<file path="src/rtl/instr_fetch.sv">
// Instruction-fetch front end: drives word addresses to a synchronous ROM, tracks the
// one outstanding read, and buffers returned words in a 2-entry skid FIFO toward the decoder.
module instr_fetch #(
    parameter logic [31:0] RESET_PC  = 32'h0000_0000,
    parameter int          ROM_WORDS = 128
) (
    input  logic        clk,
    input  logic        rst_n,
    output logic [31:0] rom_addr,
    input  logic [31:0] rom_data,
    input  logic        redirect_valid,
    input  logic [31:0] redirect_pc,
    output logic        instr_valid,
    input  logic        instr_ready,
    output logic [31:0] instr,
    output logic [31:0] instr_pc,
    output logic        fault,
    output logic [31:0] fault_pc
);

    typedef enum logic {RUN, FAULT} state_t;

    localparam logic [29:0] WORD_LIMIT = 30'(ROM_WORDS);

    state_t      state_q, state_d;
    logic [31:0] pc_q;
    logic        inflight_v;
    logic [31:0] inflight_pc;
    logic        head_v, tail_v;
    logic [31:0] head_data, head_pc, tail_data, tail_pc;
    logic        fault_q;
    logic [31:0] fault_pc_q;

    logic        pop, push, in_range, credit_ok, issue, range_fault;
    logic [1:0]  occupancy;

    // A read may issue only if its word is guaranteed a FIFO slot when it returns.
    always_comb begin
        pop       = head_v & instr_ready & ~redirect_valid;
        push      = inflight_v & ~redirect_valid;
        in_range  = pc_q[31:2] < WORD_LIMIT;
        occupancy = 2'(head_v) + 2'(tail_v) + 2'(inflight_v);
        credit_ok = {1'b0, occupancy} < (3'd2 + {2'b00, pop});
    end

    always_ff @(posedge clk or negedge rst_n) begin
        if (!rst_n) begin
            state_q <= RUN;
        end else begin
            state_q <= state_d;
        end
    end

    always_comb begin
        state_d     = state_q;
        issue       = 1'b0;
        range_fault = 1'b0;
        if (redirect_valid) begin
            state_d = (redirect_pc[1:0] == 2'b00) ? RUN : FAULT;
        end else if (state_q == RUN) begin
            if (!in_range) begin
                state_d     = FAULT;
                range_fault = 1'b1;
            end else if (credit_ok) begin
                issue = 1'b1;
            end
        end
    end

    always_ff @(posedge clk or negedge rst_n) begin
        if (!rst_n) begin
            pc_q        <= RESET_PC;
            inflight_v  <= 1'b0;
            inflight_pc <= 32'h0;
            fault_q     <= 1'b0;
            fault_pc_q  <= 32'h0;
        end else if (redirect_valid) begin
            inflight_v <= 1'b0;
            if (redirect_pc[1:0] == 2'b00) begin
                pc_q    <= redirect_pc;
                fault_q <= 1'b0;
            end else begin
                fault_q    <= 1'b1;
                fault_pc_q <= redirect_pc;
            end
        end else begin
            inflight_v <= issue;
            if (issue) begin
                inflight_pc <= pc_q;
                pc_q        <= pc_q + 32'd4;
            end
            if (range_fault) begin
                fault_q    <= 1'b1;
                fault_pc_q <= pc_q;
            end
        end
    end

    // The head entry drives the decoder outputs directly; the tail only ever shifts into it.
    always_ff @(posedge clk or negedge rst_n) begin
        if (!rst_n) begin
            head_v    <= 1'b0;
            tail_v    <= 1'b0;
            head_data <= 32'h0;
            head_pc   <= 32'h0;
            tail_data <= 32'h0;
            tail_pc   <= 32'h0;
        end else if (redirect_valid) begin
            head_v <= 1'b0;
            tail_v <= 1'b0;
        end else if (pop) begin
            if (tail_v) begin
                head_data <= tail_data;
                head_pc   <= tail_pc;
                if (push) begin
                    tail_data <= rom_data;
                    tail_pc   <= inflight_pc;
                end else begin
                    tail_v <= 1'b0;
                end
            end else if (push) begin
                head_data <= rom_data;
                head_pc   <= inflight_pc;
            end else begin
                head_v <= 1'b0;
            end
        end else if (push) begin
            if (!head_v) begin
                head_data <= rom_data;
                head_pc   <= inflight_pc;
                head_v    <= 1'b1;
            end else begin
                tail_data <= rom_data;
                tail_pc   <= inflight_pc;
                tail_v    <= 1'b1;
            end
        end
    end

    assign rom_addr    = {2'b00, pc_q[31:2]};
    assign instr_valid = head_v;
    assign instr       = head_data;
    assign instr_pc    = head_pc;
    assign fault       = fault_q;
    assign fault_pc    = fault_pc_q;

endmodule

</file>
<file path="config.mk">
export PLATFORM = sky130hd
export DESIGN_NAME = instr_fetch
export DESIGN_NICKNAME = d
export VERILOG_FILES = /design/src/rtl/instr_fetch.sv
export SDC_FILE = /design/constraint.sdc
export NUM_CORES = 1
export LEC_CHECK = 0
export CAP_MARGIN = 20
export CORE_ASPECT_RATIO = 1.25
export CORE_UTILIZATION = 55
export CTS_CLUSTER_SIZE = 20
export DETAILED_ROUTE_END_ITERATION = 7
export PLACE_DENSITY = 0.84
export SYNTH_ARGS = -nofsm -noshare
export SYNTH_HDL_FRONTEND = slang
export SYNTH_SLANG_ARGS = --single-unit
</file>
<file path="constraint.sdc">
create_clock -name clk -period 4.25 [get_ports clk]
set_input_delay 0.425 -clock clk [delete_from_list [all_inputs] [get_ports clk]]
set_output_delay 0.425 -clock clk [all_outputs]
set_load 0.1 [all_outputs]
</file>
==> results of run 1 <==
## cell families (layout without fill, tap and decap cells)
kind of cell,after synthesis,after routing
simple gates,230,230
flops,229,229
compound gates,195,195
mux,140,140
buf+inv,105,263
fa+ha+maj,2,2
other cells,1,2
## worst register-to-register path: stages, from the launching register on
cell	delay [ps]
dfrtp_1	410
nor4_1	420
nand4_2	330
o21ai_2	680
buf_4	370
nand2_1	80
a31oi_1	190
## cells in the mapped netlist (all sizes together)
library cell / number
nand2: 84
clkbuf: 32
nor4: 6
a41oi: 1
nand2b: 1
o31a: 1
clkinv: 2
a21oi: 83
nor2b: 24
nand4: 6
a211oi: 5
or3: 1
conb: 1
inv: 12
o21a: 4
a22oi: 3
o211ai: 1
a221oi: 8
a221o: 1
dfrtp: 229
o32ai: 1
nor2: 82
o211a: 1
o22ai: 30
buf: 59
nand3: 10
nor3: 12
o21ai: 18
mux2i: 67
mux2: 73
ha: 1
o31ai: 10
and2: 2
nand3b: 1
nor3b: 1
a2bb2oi: 3
fa: 1
a31oi: 22
a32oi: 3
## layout make-up
| cell class | instances | share of cell area [%] |
|---|---|---|
| clock buffer | 29 | 5.113 |
| clock inverter | 10 | 0.6810 |
| inverter | 14 | 0.4145 |
| multi-input combinational | 569 | 29.93 |
| sequential | 229 | 45.20 |
| tap | 224 | 2.211 |
| timing repair buffer | 210 | 16.44 |
## power breakdown
group / switching [W] / internal [W] / total (W)
registers: 0.000166 / 0.00231 / 0.00248
logic: 0.00125 / 0.000377 / 0.00163
clock network: 0.000825 / 0.00114 / 0.00196
## state kept, by name (all words and copies together) (netlist names), 32 cells and up
signal,cells
inflight_pc,32
instr,32
pc_q,32
instr_pc,32
tail_data,32
fault_pc,32
tail_pc,32
## placed cells by master (no fill, tap or decap), drive strengths merged, types with 17 or more instances in the layout
master / instances
clkdlybuf4s50: 193
buf: 17
mux2: 73
nand2: 84
nor2b: 24
o21ai: 18
dfrtp: 229
o22ai: 30
clkbuf: 29
nor2: 82
a31oi: 22
mux2i: 67
a21oi: 83
## path summary, 6_finish.rpt
path	start	end	slack, ps	cells past startpoint
setup / recovery	pc_q[7]$_DFFE_PN0P_	rom_addr[5]	1520	1
hold / removal	rst_n	tail_data[19]$_DFFE_PN0P_	20	1
setup reg to reg	pc_q[29]$_DFFE_PN0P_	fault_pc[1]$_DFFE_PN0P_	1680	6
hold reg to reg	tail_pc[28]$_DFFE_PN0P_	tail_pc[28]$_DFFE_PN0P_	500	1
max in group asynchronous	rst_n	fault_pc[15]$_DFFE_PN0P_	3160	2
min in group clk	redirect_valid	tail_v$_DFFE_PN0P_	180	2
## per-layer routing
layer	GRT usage, %	part of all wire [%]	wire length (µm)
met2	41.87	48	11150
met5	0	0	0
met4	6.254	1.7	403
met3	6.119	8.2	1901
met1	32.23	42	9666
## metrics by stage
stage / hold WS, ps / util, % / area (µm²) / instances / total power, W
6_report: 16.51 / 71.61 / 12680 / 1285 / 0.006067
5_1_grt: 138.8 / 71.61 / 12680 / 1285 / 0.006269
4_1_cts: 103.8 / 71.61 / 12680 / 1285 / 0.006104
3_5_place_dp: 492.3 / 67.47 / 11940 / 1246 / 0.004138
3_3_place_gp: 485.8 / 67.38 / 11930 / 1245 / 0.004121
2_1_floorplan: 129.4 / - / 10070 / 903 / 0.003745
==> out/metrics.csv, run 1 <==
stage;metric;value;unit
outcome;status;completed;
cts;cts_inserted_buffers;23;
cts;cts.sinks;229;
worst_setup_path;startpoint_type;flop;
synthesis;synth_xor_area_share;0;%
sta;fmax;365.9;MHz
cts;cts.hold.buffers_added;0;
floorplan;rows;54;
synthesis;synthTopCellsByArea;dfrtp_1 57%, mux2_2 7.7%, mux2i_1 6.7%;
cts;cts_resized;0;
global_route;grt_use_total;24.94;%
synthesis;yosys.area_share.simple;10.58;%
routing;num_vias;7425;
routing;dr.pass1.iters;5;
worst_setup_path;path_buf_inv;1;
hold_path;min_path_type;input pin to async pin;
worst_setup_path;crit_arrival;2310;ps
routing;wl_per_cell;17.99;µm
sta;finalSetupTns;0;ps
sta;fin_skew;16.21;ps
routing;final_antenna_net_count;0;
placed_design;port_buffers;195;
floorplan;io_pins;198;
global_route;grt_max_degree;139;
worst_setup_path;crit_family;buffers and inverters;
cts;root_buffer;clkbuf_16;
global_route;antenna_found_initial;0;
global_route;grt_pass1_vias;7464;
synthesis;synth_top_family_by_area;multiplexers;
cts;postCtsSetupBuffers;0;
sta;drv_slew;0;
cells_and_area;multi_input_comb_area;3795;µm²
sta;period_share;64.30;%
synthesis;yosysUniqueCellTypes;48;
floorplan;start_util;56.88;%
sta;setup_viol;0;
cells_and_area;area_growth;25.91;%
global_route;overflow;0;
synthesis;syn_inst;902;
floorplan;core;17700;µm²
routing;routed_wl;23.12;mm
synthesis;synth_warnings;0;
power_and_ir_drop;ir_worst_vdd;0.0003552;V
worst_setup_path;cp_slowest_stage_delay;1250;ps
cts;insertion_delay;500;ps
cts;clk_pin_slew;60;ps
sta;hold_viol;0;
synthesis;syn_area;10070;µm²
sta;min_period;2733;ps
power_and_ir_drop;power.density;478.6;nW/µm²
synthesis;yosys.area_share.adder;0.3231;%
sta;final.setup.worst_slack;1517;ps
routing;vias_per_cell;5.778;
placed_design;dp_hpwl;14.69;mm
sta;slew_headroom;28.95;%
cts;cts_tree;done;
sta;rsz0062_at_grt;false;
cells_and_area;regArea;5731;µm²
synthesis;synth_mux_area_share;14.83;%
floorplan;die_w;123.0;µm
synthesis;seq_area_frac_synth;56.92;%
routing;remaining_drc_errors;0;
run;drv_cap;0;
synthesis;syn_area_per_cell;11.16;µm²
routing;drtIter0Drc;446;
synthesis;ys_seq_elements;229;
power_and_ir_drop;p_leak;6.134;nW
worst_setup_path;worstPathRequired;3830;ps
worst_setup_path;crit_fanout;11;
global_route;grt_pass1_wl;37.63;mm
sta;tightest_slew;1066;ps
placed_design;gp_congestion;0.8227;
cells_and_area;drive_gt1_share;12.91;%
cells_and_area;antennaDiodeCount;0;
cells_and_area;fill_cells;1247;
synthesis;synth.top_cell.area_share;56.92;%
floorplan;fp.dieH;153.3;µm
worst_setup_path;end_kind;output pin;
cts;clockBufferDepth;3;
placed_design;preCtsSetupSlack;1343;ps
worst_setup_path;worstPathCellList;clkdlybuf4s50_1;
synthesis;synth_area_leader_cell;dfrtp_1;
worst_setup_path;critPathSlowestCell;clkdlybuf4s50_1;
cts;h-tree-depth;1;
floorplan;dieArea;18850;µm²
synthesis;synth-compound-area-share;11.69;%
worst_setup_path;path_class;flop to output pin;
cells_and_area;fin_nets;1117;
Power figures use the tool's default switching activity.
==> run 2: changes to the inputs <==
Settings changed: CORE_UTILIZATION 55 to 52, PLACE_DENSITY 0.84 to 0.8.
Clock period 4.25 ns to 2.6 ns, I/O delays scaled along.
==> run 2 against run 1 <==
  * Sequential share of layout area is 0.40 points higher
  * Via count hardly changed
  * Final area shrank 0.86%
  * Critical path depth increased by 4
  * Critical path type is now flop to flop
==> out/metrics.csv, run 2 (synthesized netlist as in run 1, its figures left out) <==
stage;metric;value;unit;change
outcome;status;completed;;
sta;min_period;2177;ps;
cts;clk_pin_slew;60;ps;about the same
routing;final_antenna_net_count;0;;unchanged
worst_setup_path;cp_slowest_stage_delay;550;ps;-700 ps
floorplan;dieArea;19930;µm²;+5.7%
worst_setup_path;critPathSlowestCell;fa_1;;
power_and_ir_drop;p_sw;0.003698;W;+65%
placed_design;dp_hpwl;15.28;mm;+4.0%
worst_setup_path;path_class;flop to flop;;
cells_and_area;area_growth;24.83;%;
worst_setup_path;crit_fanout;14;;+3
cts;insertion_delay;510;ps;about the same
cells_and_area;drive_gt1_share;25.81;%;+13 points
routing;drtIter0Drc;409;;-8.3%
cts;postCtsSetupBuffers;0;;unchanged
sta;drv_slew;0;;unchanged
power_and_ir_drop;power.density;792.1;nW/µm²;+66%
floorplan;io_pins;198;;unchanged
power_and_ir_drop;sw_frac_of_total;37.15;%;+0.19 points
power_and_ir_drop;p_int;0.006257;W;+64%
routing;wl_per_cell;17.85;µm;-0.77%
cts;cts_inserted_buffers;23;;unchanged
power_and_ir_drop;pwr-share-clk;33.1;%;+0.8 points
floorplan;start_util;53.42;%;-3.5 points
sta;tightest_slew;636.1;ps;-429.6 ps
cts;clockBufferDepth;3;;unchanged
sta;holdWs;238.0;ps;+221.5 ps
cells_and_area;fill_cells;1444;;+16%
cts;cts.sinks;229;;unchanged
routing;remaining_drc_errors;0;;unchanged
cts;cts_resized;0;;unchanged
sta;period_share;83.71;%;
worst_setup_path;end_kind;flop;;
worst_setup_path;startpoint_type;flop;;
routing;vias_per_cell;5.668;;-1.9%
floorplan;core;18850;µm²;+6.5%
cts;cts_tree;done;;
cells_and_area;antennaDiodeCount;0;;unchanged
global_route;grt_max_degree;87;;-37%
sta;rsz0062_at_grt;false;;
power_and_ir_drop;power.share.sequential;40.6;%;-0.2 points
routing;num_vias;7419;;-0.081%
cts;cts.hold.buffers_added;1;;+1
sta;fin_skew;19.06;ps;+2.852 ps
sta;hold_viol;0;;unchanged
sta;finalSetupTns;0;ps;unchanged
global_route;grt_use_total;24.29;%;-0.64 points
sta;setup_viol;0;;unchanged
sta;slew_headroom;57.59;%;+29 points
cts;h-tree-depth;1;;unchanged
worst_setup_path;worstPathCellList;fa_1 -> o21a_1 -> o31a_1 -> o21ai_0 -> o31ai_1;;
power_and_ir_drop;ir_worst_vdd;0.0005011;V;+41%
global_route;overflow;0;;unchanged
power_and_ir_drop;pwr-share-comb;26.3;%;-0.5 points
cells_and_area;fin_nets;1130;;+1.2%
global_route;antenna_found_initial;0;;unchanged
cells_and_area;final_common_cell;dfrtp_1;;
sta;fmax;459.4;MHz;
placed_design;port_buffers;195;;unchanged
placed_design;gp_congestion;0.8252;;+0.30%
hold_path;min_path_type;input pin to flop;;
cts;root_buffer;clkbuf_16;;
run;drv_cap;0;;unchanged
power_and_ir_drop;p_leak;6.390;nW;+4.2%
routing;routed_wl;23.37;mm;+1.1%
floorplan;fp.dieH;157.6;µm;+2.8%
floorplan;rows;56;;+3.7%
worst_setup_path;crit_arrival;2590;ps;+280 ps
global_route;grt_pass1_vias;7488;;+0.32%
worst_setup_path;worstPathRequired;3020;ps;-810 ps
cells_and_area;layout_common_cells;228 x dfrtp_1, 147 x buf_4, 84 x nand2_1;;
floorplan;die_w;126.5;µm;+2.8%
routing;dr.pass1.iters;5;;unchanged
global_route;grt_pass1_wl;38.50;mm;+2.3%
run 2: cell type report:
type	count	area, µm²	share of cell area, %
clock buffers	30	631.9	5.027
clock inverters	12	122.6	0.9756
inverters	14	52.55	0.4181
multi-input cells	569	3795	30.19
flip-flops and latches	229	5732	45.60
well taps	232	290.3	2.310
repair buffers	223	1944	15.47
run 2: power by group through the flow:
stage / logic [W] / clock network [W] / registers (W)
after global placement: 0.00261 / 0 / 0.00409
final: 0.00262 / 0.00329 / 0.00404
after detailed placement: 0.00263 / 0 / 0.00410
after CTS: 0.00264 / 0.00337 / 0.00404
after floorplan: 0.00118 / 0 / 0.00494
after global routing: 0.00273 / 0.00351 / 0.00407
run 2: layer usage:
metal  global-route usage, %  routed length, µm
met5                       0                  0
met3                   5.137               1606
met4                   7.860                519
met1                   30.45               9737
met2                   42.12              11510
run 2: metrics by stage:
step           setup WS (ps)  total power, W  std cells  util, %  area (µm²)
4_1_cts                440.6         0.01004       1309    66.68       12570
6_report               423.5        0.009955       1309    66.68       12570
3_5_place_dp           446.9        0.006730       1266    62.63       11800
2_1_floorplan          276.9        0.006121        903        -       10070
3_3_place_gp           466.7        0.006700       1266    62.63       11800
5_1_grt                283.2         0.01031       1309    66.68       12570
run 2: worst paths after layout:
kind / from / endpoint / slack (ps) / cells after the start
min: redirect_valid / tail_v$_DFFE_PN0P_ / 240 / 2
max in group asynchronous: rst_n / instr_pc[21]$_DFFE_PN0P_ / 1460 / 3
min in group asynchronous: rst_n / tail_data[19]$_DFFE_PN0P_ / 350 / 2
max: instr_valid$_DFFE_PN0P_ / pc_q[7]$_DFFE_PN0P_ / 420 / 5
max reg2reg: instr_valid$_DFFE_PN0P_ / pc_q[7]$_DFFE_PN0P_ / 420 / 5
min reg2reg: tail_data[20]$_DFFE_PN0P_ / tail_data[20]$_DFFE_PN0P_ / 500 / 1
run 2: critical path: cells and delay by family, from the launching register on:
| kind | cells | cell delay, ps |
|---|---|---|
| AO/OA/AOI/OAI | 4 | 1070 |
| adder cells (fa/ha/maj) | 1 | 550 |
| flip-flops | 1 | 460 |
